$ cat config.mk
export PLATFORM = sky130hd
export DESIGN_NAME = fetch_stage
export DESIGN_NICKNAME = d
export VERILOG_FILES = /design/src/rtl/fetch_stage_pkg.sv /design/src/rtl/fetch_stage_pc_reg.sv /design/src/rtl/fetch_stage.sv
export SDC_FILE = /design/constraint.sdc
export NUM_CORES = 1
export LEC_CHECK = 0
export BUFFER_PORTS_ARGS = -buffer_cell sky130_fd_sc_hd__buf_2
export CORE_MARGIN = 10
export CORE_UTILIZATION = 52
export CTS_CLUSTER_DIAMETER = 50
export DETAILED_ROUTE_END_ITERATION = 7
export GPL_ROUTABILITY_DRIVEN = 0
export GPL_TIMING_DRIVEN = 0
export PLACE_DENSITY = 0.85
export SYNTH_ARGS = -nofsm -noshare
export SYNTH_HDL_FRONTEND = slang
export SYNTH_SLANG_ARGS = --single-unit
$ cat constraint.sdc
create_clock -name clk -period 3.2 [get_ports clk]
set_clock_uncertainty 0.15 [all_clocks]
set_input_delay 0.64 -clock clk [delete_from_list [all_inputs] [get_ports clk]]
set_output_delay 0.64 -clock clk [all_outputs]
set_load 0.05 [all_outputs]
$ cat src/rtl/fetch_stage_pkg.sv
// Shared constants for the fetch stage: reset PC, exception entry, IM window and exception codes.
package fetch_stage_pkg;

    localparam logic [31:0] PC_RESET  = 32'h0000_3000;
    localparam logic [31:0] EXC_ENTRY = 32'h0000_4180;
    localparam logic [31:0] IM_LO     = 32'h0000_3000;
    localparam logic [31:0] IM_HI     = 32'h0000_6FFF;
    localparam logic [4:0]  EXC_ADEL  = 5'd4;
    localparam logic [4:0]  EXC_NONE  = 5'd0;

endpackage

$ cat src/rtl/fetch_stage_pc_reg.sv
// Program counter register: synchronous reset to PC_RESET, loads d when en is high.
module pc_reg
    import fetch_stage_pkg::*;
(
    input  logic        clk,
    input  logic        reset,
    input  logic        en,
    input  logic [31:0] d,
    output logic [31:0] q
);

    always_ff @(posedge clk) begin
        if (reset)
            q <= PC_RESET;
        else if (en)
            q <= d;
    end

endmodule

$ cat src/rtl/fetch_stage.sv
// Instruction fetch stage with PC register, address check and IF/ID pipeline register.
// Optional performance counters (fetch_cnt, stall_cnt) when FETCH_STAGE_PERF_EN is defined.
module fetch_stage
    import fetch_stage_pkg::*;
(
    input  logic        clk,
    input  logic        reset,
    input  logic [31:0] npc_in,
    input  logic        stall,
    input  logic        flush,
    input  logic        bd_in,
    input  logic [31:0] instr_in,
    output logic [31:0] pc_f,
    output logic [31:0] pc_d,
    output logic [31:0] instr_d,
    output logic [4:0]  excode_d,
    output logic        bd_d,
    output logic        valid_d
`ifdef FETCH_STAGE_PERF_EN
    ,
    output logic [31:0] fetch_cnt,
    output logic [31:0] stall_cnt
`endif
);

    logic [4:0]  excode_f;
    logic [31:0] instr_f;
    logic        pc_en;

    // A flush redirects the PC even while the hazard unit is stalling.
    assign pc_en = flush | ~stall;

    pc_reg u_pc_reg (
        .clk   (clk),
        .reset (reset),
        .en    (pc_en),
        .d     (npc_in),
        .q     (pc_f)
    );

    always_comb begin
        excode_f = EXC_NONE;
        if ((pc_f[1:0] != 2'b00) || (pc_f < IM_LO) || (pc_f > IM_HI))
            excode_f = EXC_ADEL;
        instr_f = (excode_f != EXC_NONE) ? '0 : instr_in;
    end

    always_ff @(posedge clk) begin
        if (reset) begin
            pc_d     <= PC_RESET;
            instr_d  <= '0;
            excode_d <= EXC_NONE;
            bd_d     <= 1'b0;
            valid_d  <= 1'b0;
        end else if (flush) begin
            pc_d     <= npc_in;
            instr_d  <= '0;
            excode_d <= EXC_NONE;
            bd_d     <= 1'b0;
            valid_d  <= 1'b0;
        end else if (!stall) begin
            pc_d     <= pc_f;
            instr_d  <= instr_f;
            excode_d <= excode_f;
            bd_d     <= bd_in;
            valid_d  <= 1'b1;
        end
    end

`ifdef FETCH_STAGE_PERF_EN
    always_ff @(posedge clk) begin
        if (reset) begin
            fetch_cnt <= '0;
            stall_cnt <= '0;
        end else if (!flush) begin
            if (stall)
                stall_cnt <= stall_cnt + 32'd1;
            else
                fetch_cnt <= fetch_cnt + 32'd1;
        end
    end
`endif

endmodule
==> impl_metrics.py, run 1 <==
metrics = {
    "run_status": {
        "status": "finished clean",
    },
    "floorplan": {
        "die_w_um": 111.3,
        "io_pins": 172,
        "core.rowCount": 33,
        "initial_core_util_pct": 53.00,
        "fp.dieArea_um2": 12380,
        "die_h_um": 111.3,
        "core_area_um2": 8175,
    },
    "detailed_routing": {
        "wl_per_cell_um": 17.57,
        "drcViolationCount": 0,
        "postRouteAntennaNets": 0,
        "num_vias": 3975,
        "vias_per_cell": 5.372,
        "drtIter0Drc": 120,
        "first_pass_iters": 5,
        "wl_um": 13000,
    },
    "worst_setup_path": {
        "crit_required_ns": 2.41,
        "cp.arrival_ns": 1.12,
        "crit_family": "flip-flops",
        "cp_slowest_cell": "dfxtp_1",
        "critical_path_class": "reg -> out",
        "crit_path_start_kind": "flip-flop",
        "cpPeakStageDelay_ns": 0.45,
        "path_cells": "buf_2",
        "cp_max_fo": 4,
        "end_kind": "primary output",
        "worstPathBufferInverterCount": 1,
    },
    "placed_design": {
        "place_hpwl_um": 10130,
        "pre_cts_ws_ns": 1.102,
        "numPortBuffers": 165,
    },
    "global_routing": {
        "grt.overflow.total": 0,
        "grt_max_degree": 16,
        "track_usage_pct": 20.11,
        "grt_first_pass_wirelength_um": 20990,
        "first_global_vias": 4164,
        "antenna_found_initial": 1,
    },
    "timing": {
        "tns_ns": 0,
        "relSlewSlack_pct": 64.10,
        "tightest_slew_ns": 0.5385,
        "hold_ws_ns": 0.3220,
        "period_share_pct": 59.72,
        "timing.final.ws_setup_ns": 1.289,
        "rsz0062_at_grt": "false",
        "slew_viol_final": 0,
        "fmaxAchievable_mhz": 523.3,
        "finalSetupViolations": 0,
        "hold_viol": 0,
        "final.min_clock_period_ns": 1.911,
    },
    "final_layout": {
        "fillCellCount": 688,
        "area_growth_syn_to_layout_pct": 26.60,
        "final_cell_mix": "buf_2, dfxtp_1, nand3_1",
        "nNetsFinal": 700,
        "diodes": 0,
        "drive_above_1_share_pct": 44.09,
        "layout_commonest_cell": "buf_2",
    },
    "synthesis": {
        "synthesis.area_um2": 4333,
        "yosysWarnings": 0,
        "synth_cells": 452,
        "synth_seq_cells": 99,
        "synth_seq_area_share_pct": 45.74,
        "post_synth.cell_area_avg_um2": 9.586,
        "yosysUniqueCellTypes": 28,
    },
    "clocking": {
        "path_clk_slew_ns": 0.10,
        "cts_tree": "yes",
        "ctsHoldBuffers": 0,
        "clk_latency_ns": 0.36,
        "cts.path.max_buffers": 2,
        "post-cts-setup-buffers": 0,
        "cts_sinks": 99,
        "h-tree-depth": 3,
        "cts_root_buf": "clkbuf_8",
        "numCtsBuffers": 9,
        "post_cts_resized": 0,
    },
    "min_path": {
        "hp-class": "reg -> reg",
    },
    "pwr": {
        "powerDensity_nw_per_um2": 489.1,
        "static-leakage-power_nw": 2.583,
        "ir_worst_vdd_mv": 0.3132,
    },
    "run": {
        "drv_cap": 0,
    },
}
## logic make-up (layout without fill, tap and decap cells)
logic type,Yosys count,count (layout),share of synthesized area (%)
AO/OA/AOI/OAI,66,66,13.37
buffers and inverters,47,227,5.833
flip-flops,99,99,45.74
multiplexers,65,65,15.94
other,1,4,0.08655
AND/OR/NAND/NOR,174,174,19.03
## per-stage QoR
stage | utilization, % | power (mW) | cells | area, um2
2_1_floorplan | - | 1.768 | 455 | 4344
3_3_place_gp | 64.85 | 1.921 | 725 | 5301
3_5_place_dp | 64.85 | 1.937 | 725 | 5301
4_1_cts | 67.10 | 2.696 | 740 | 5485
5_1_grt | 67.10 | 2.795 | 740 | 5485
6_report | 67.10 | 2.683 | 740 | 5485
## registers in the layout (all words and copies together), names as in the netlist
register,cells
bd_d,1
excode_d,1
instr_d,32
pc_d,32
u_pc_reg.q,32
valid_d,1
## tightest hold or removal path: stages, from the launching register on
cell and delay, ns:
dfxtp_1 0.33, nand2_1 0.05, a21oi_1 0.05
## power by group
group / leakage [nW] / internal (mW) / switching (mW)
clock: 0.0816 / 0.358 / 0.418
sequential: 0.812 / 1.28 / 0.0413
combinational: 1.69 / 0.174 / 0.406
## layout make-up
cell class / instances / area, um2 / area share [%]
buffer: 46 / 249.0 / 4.539
multi-input combinational: 309 / 2110 / 38.46
clock inverter: 4 / 52.55 / 0.9580
tap: 105 / 131.4 / 2.395
inverter: 1 / 3.754 / 0.06843
clock buffer: 11 / 131.4 / 2.395
sequential: 99 / 1982 / 36.13
timing repair buffer: 165 / 825.8 / 15.05
## final timing paths
kind / startpoint / to / slack [ns] / cells past startpoint
worst max-delay path: u_pc_reg.q[19] / pc_f[19] / 1.29 / 1
worst min-delay path: u_pc_reg.q[5] / u_pc_reg.q[5] / 0.32 / 2
worst max register to register: u_pc_reg.q[15] / instr_d[24] / 1.41 / 4
worst min register to register: u_pc_reg.q[5] / u_pc_reg.q[5] / 0.32 / 2
## cell usage after synthesis
| master | number | area share (%) |
|---|---|---|
| a21boi_0 | 1 | 0.17 |
| a21oi_1 | 30 | 3.5 |
| and3b_1 | 1 | 0.20 |
| buf_2 | 22 | 2.5 |
| buf_4 | 5 | 0.87 |
| buf_6 | 4 | 1.0 |
| clkbuf_1 | 15 | 1.3 |
| conb_1 | 1 | 0.087 |
| dfxtp_1 | 99 | 46 |
| inv_1 | 1 | 0.087 |
| mux2_2 | 32 | 8.3 |
| mux2i_1 | 33 | 7.6 |
| nand2_1 | 64 | 5.5 |
| nand2_2 | 1 | 0.14 |
| nand2b_1 | 3 | 0.43 |
| nand3_1 | 65 | 7.5 |
| nand3b_1 | 2 | 0.35 |
| nor2_1 | 30 | 2.6 |
| nor2_2 | 1 | 0.14 |
| nor2b_1 | 1 | 0.14 |
| nor3_1 | 1 | 0.12 |
| nor4_2 | 3 | 0.87 |
| nor4_4 | 2 | 0.98 |
| o211ai_2 | 1 | 0.29 |
| o21a_1 | 1 | 0.17 |
| o221a_2 | 1 | 0.26 |
| o31ai_1 | 2 | 0.35 |
| o31ai_2 | 30 | 8.7 |
## routing by layer
metal	up-vias	global-route usage (%)	share of wire, %
met4	0	5.741	0.97
met5	-	0	0
met3	11	8.225	9.4
li1	1929	-	-
met1	1901	23.02	41
met2	134	33.61	49
No activity file was read; power rests on OpenSTA's default activity.
==> run 2: changes to the inputs <==
--- a/config.mk
+++ b/config.mk
@@ -7,12 +7,12 @@
 export LEC_CHECK = 0
 export BUFFER_PORTS_ARGS = -buffer_cell sky130_fd_sc_hd__buf_2
 export CORE_MARGIN = 10
-export CORE_UTILIZATION = 52
+export CORE_UTILIZATION = 49
 export CTS_CLUSTER_DIAMETER = 50
 export DETAILED_ROUTE_END_ITERATION = 7
 export GPL_ROUTABILITY_DRIVEN = 0
 export GPL_TIMING_DRIVEN = 0
-export PLACE_DENSITY = 0.85
+export PLACE_DENSITY = 0.81
 export SYNTH_ARGS = -nofsm -noshare
 export SYNTH_HDL_FRONTEND = slang
 export SYNTH_SLANG_ARGS = --single-unit
==> constraint.sdc (replaced) <==
create_clock -name clk -period 1.9 [get_ports clk]
set_clock_uncertainty 0.15 [all_clocks]
set_input_delay 0.38 -clock clk [delete_from_list [all_inputs] [get_ports clk]]
set_output_delay 0.38 -clock clk [all_outputs]
set_load 0.05 [all_outputs]
==> run 2 against run 1 <==
Effect of this change: cell count rose by 0.54%; combinational power rose by 68%; utilization fell by 3.8 points; routed wire length fell by 1.7%; first-iteration DRC count rose by 78%; cell area rose by 0.16%; via count fell by 1.5%; hold slack got worse by 0.21 ns; count of clock-buffer cells in the layout did not move; global-route usage fell by 1.2 points; critical endpoint is now instr_d[5]; register-to-register slack got worse by 1.2 ns.
==> impl_metrics.py, run 2 (synthesis gave the netlist of run 1 again) <==
metrics = {
    "worst_setup_path": {
        "worst_r2r_path_depth": 4,
        "cp.arrival_ns": 1.82,
        "timing.rr.start": "u_pc_reg.q[27]",
        "critical_path_class": "reg -> reg",
        "crit_path_start_kind": "flip-flop",
        "r2r-end": "instr_d[5]",
        "cp_max_fo": 10,
        "r2r_setup_slack_ns": 0.21,
        "end_kind": "flip-flop",
        "crit_required_ns": 2.02,
    },
    "timing": {
        "final.min_clock_period_ns": 1.690,
        "hold_viol": 0,
        "tightest_slew_ns": 0.5274,
        "relSlewSlack_pct": 64.84,
        "slew_viol_final": 0,
        "timing.final.ws_setup_ns": 0.2098,
        "period_share_pct": 88.96,
        "finalSetupViolations": 0,
        "tns_ns": 0,
        "rsz0062_at_grt": "false",
        "fmaxAchievable_mhz": 591.7,
    },
    "final_layout": {
        "layout_commonest_cell": "buf_2",
        "nNetsFinal": 700,
        "regArea_um2": 1982,
        "diodes": 0,
        "area_growth_syn_to_layout_pct": 26.80,
        "final_cell_mix": "buf_2, dfxtp_1, nand3_1",
        "fillCellCount": 722,
        "multi_input_area_um2": 2110,
        "largestRegisters": "instr_d (32), pc_d (32), u_pc_reg.q (32)",
        "drive_above_1_share_pct": 44.50,
    },
    "pwr": {
        "power.net_switching_mw": 1.465,
        "p_int_mw": 3.008,
        "p_comb_share_pct": 21.8,
        "static-leakage-power_nw": 2.592,
        "powerDensity_nw_per_um2": 814.1,
        "power.total_mw": 4.473,
        "seqPwrFrac_pct": 49.9,
        "switching_share_pct": 32.74,
        "p_clk_share_pct": 28.3,
        "ir_worst_vdd_mv": 0.4390,
    },
    "clocking": {
        "cts_tree": "yes",
        "post-cts-setup-buffers": 0,
        "h-tree-depth": 3,
        "numCtsBuffers": 9,
        "clk_latency_ns": 0.35,
        "cts.path.max_buffers": 2,
        "cts_root_buf": "clkbuf_8",
        "ctsHoldBuffers": 0,
        "cts_sinks": 99,
        "path_clk_slew_ns": 0.09,
        "post_cts_resized": 0,
    },
    "global_routing": {
        "grt_first_pass_wirelength_um": 20450,
        "track_usage_pct": 18.87,
        "antenna_found_initial": 0,
        "grt.overflow.total": 0,
        "grt_max_degree": 17,
        "first_global_vias": 4067,
    },
    "detailed_routing": {
        "first_pass_iters": 5,
        "wl_per_cell_um": 17.19,
        "vias_per_cell": 5.265,
        "wl_um": 12790,
        "drcViolationCount": 0,
        "drtIter0Drc": 214,
        "num_vias": 3917,
        "postRouteAntennaNets": 0,
    },
    "floorplan": {
        "die_w_um": 114.0,
        "die_h_um": 114.0,
        "fp.dieArea_um2": 13000,
        "io_pins": 172,
        "initial_core_util_pct": 49.93,
        "core.rowCount": 34,
        "core_area_um2": 8678,
    },
    "run": {
        "drv_cap": 0,
    },
    "placed_design": {
        "pre_cts_ws_ns": 0.08088,
        "numPortBuffers": 165,
        "place_hpwl_um": 10100,
    },
    "min_path": {
        "min-delay-start": "npc_in[13]",
        "holdPathStages": 3,
        "whs_endpoint": "u_pc_reg.q[13]",
        "hp-class": "in -> reg",
    },
    "run_status": {
        "status": "finished clean",
    },
}
-- run 2: worst max-delay path, stage by stage, from the launching register on --
cell and delay (ns):
dfxtp_1 0.37, nor4_4 0.45, buf_2 0.31, nand3_1 0.14, o31ai_2 0.19
-- run 2: metal layers --
layer	GRT usage, %	vias to the layer above	part of all wire (%)
li1	-	1924	-
met1	20.46	1842	40
met2	33.26	146	50
met3	7.664	5	9.6
met4	4.845	0	0.41
met5	0	-	0
-- run 2: per-stage QoR --
step / area, um2 / hold slack (ns) / cells / util [%]
2_1_floorplan: 4344 / 0.3541 / 455 / -
3_3_place_gp: 5305 / 0.2953 / 728 / 61.13
3_5_place_dp: 5305 / 0.3036 / 728 / 61.13
4_1_cts: 5494 / 0.09959 / 744 / 63.31
5_1_grt: 5494 / 0.09925 / 744 / 63.31
6_report: 5494 / 0.1168 / 744 / 63.31
-- run 2: layout make-up --
type | count | area share (%)
plain buffers | 46 | 4.532
clock buffers | 11 | 2.756
clock inverters | 5 | 0.6832
inverters | 1 | 0.06832
multi-input cells | 309 | 38.40
flip-flops and latches | 99 | 36.07
well taps | 108 | 2.460
repair buffers | 165 | 15.03
-- run 2: worst max-delay path by stage --
stage,start,to,slack [ns],cells after the start
2_1_floorplan,u_pc_reg.q[13],instr_d[10],0.15,4
4_1_cts,u_pc_reg.q[15],instr_d[2],0.19,4
3_5_place_dp,flush,instr_d[5],0.08,6
3_3_place_gp,flush,instr_d[18],0.07,6
6_report,u_pc_reg.q[27],instr_d[5],0.21,4
5_1_grt,u_pc_reg.q[16],instr_d[2],0.12,4
-- run 2: power by group through the flow --
stage | Sequential, mW | Clock (mW) | Combinational [mW]
final | 2.23 | 1.27 | 0.973
after global routing | 2.25 | 1.39 | 1.04
after CTS | 2.24 | 1.31 | 0.981
after detailed placement | 2.28 | 0 | 0.980
after global placement | 2.28 | 0 | 0.961
after floorplan | 2.58 | 0 | 0.392
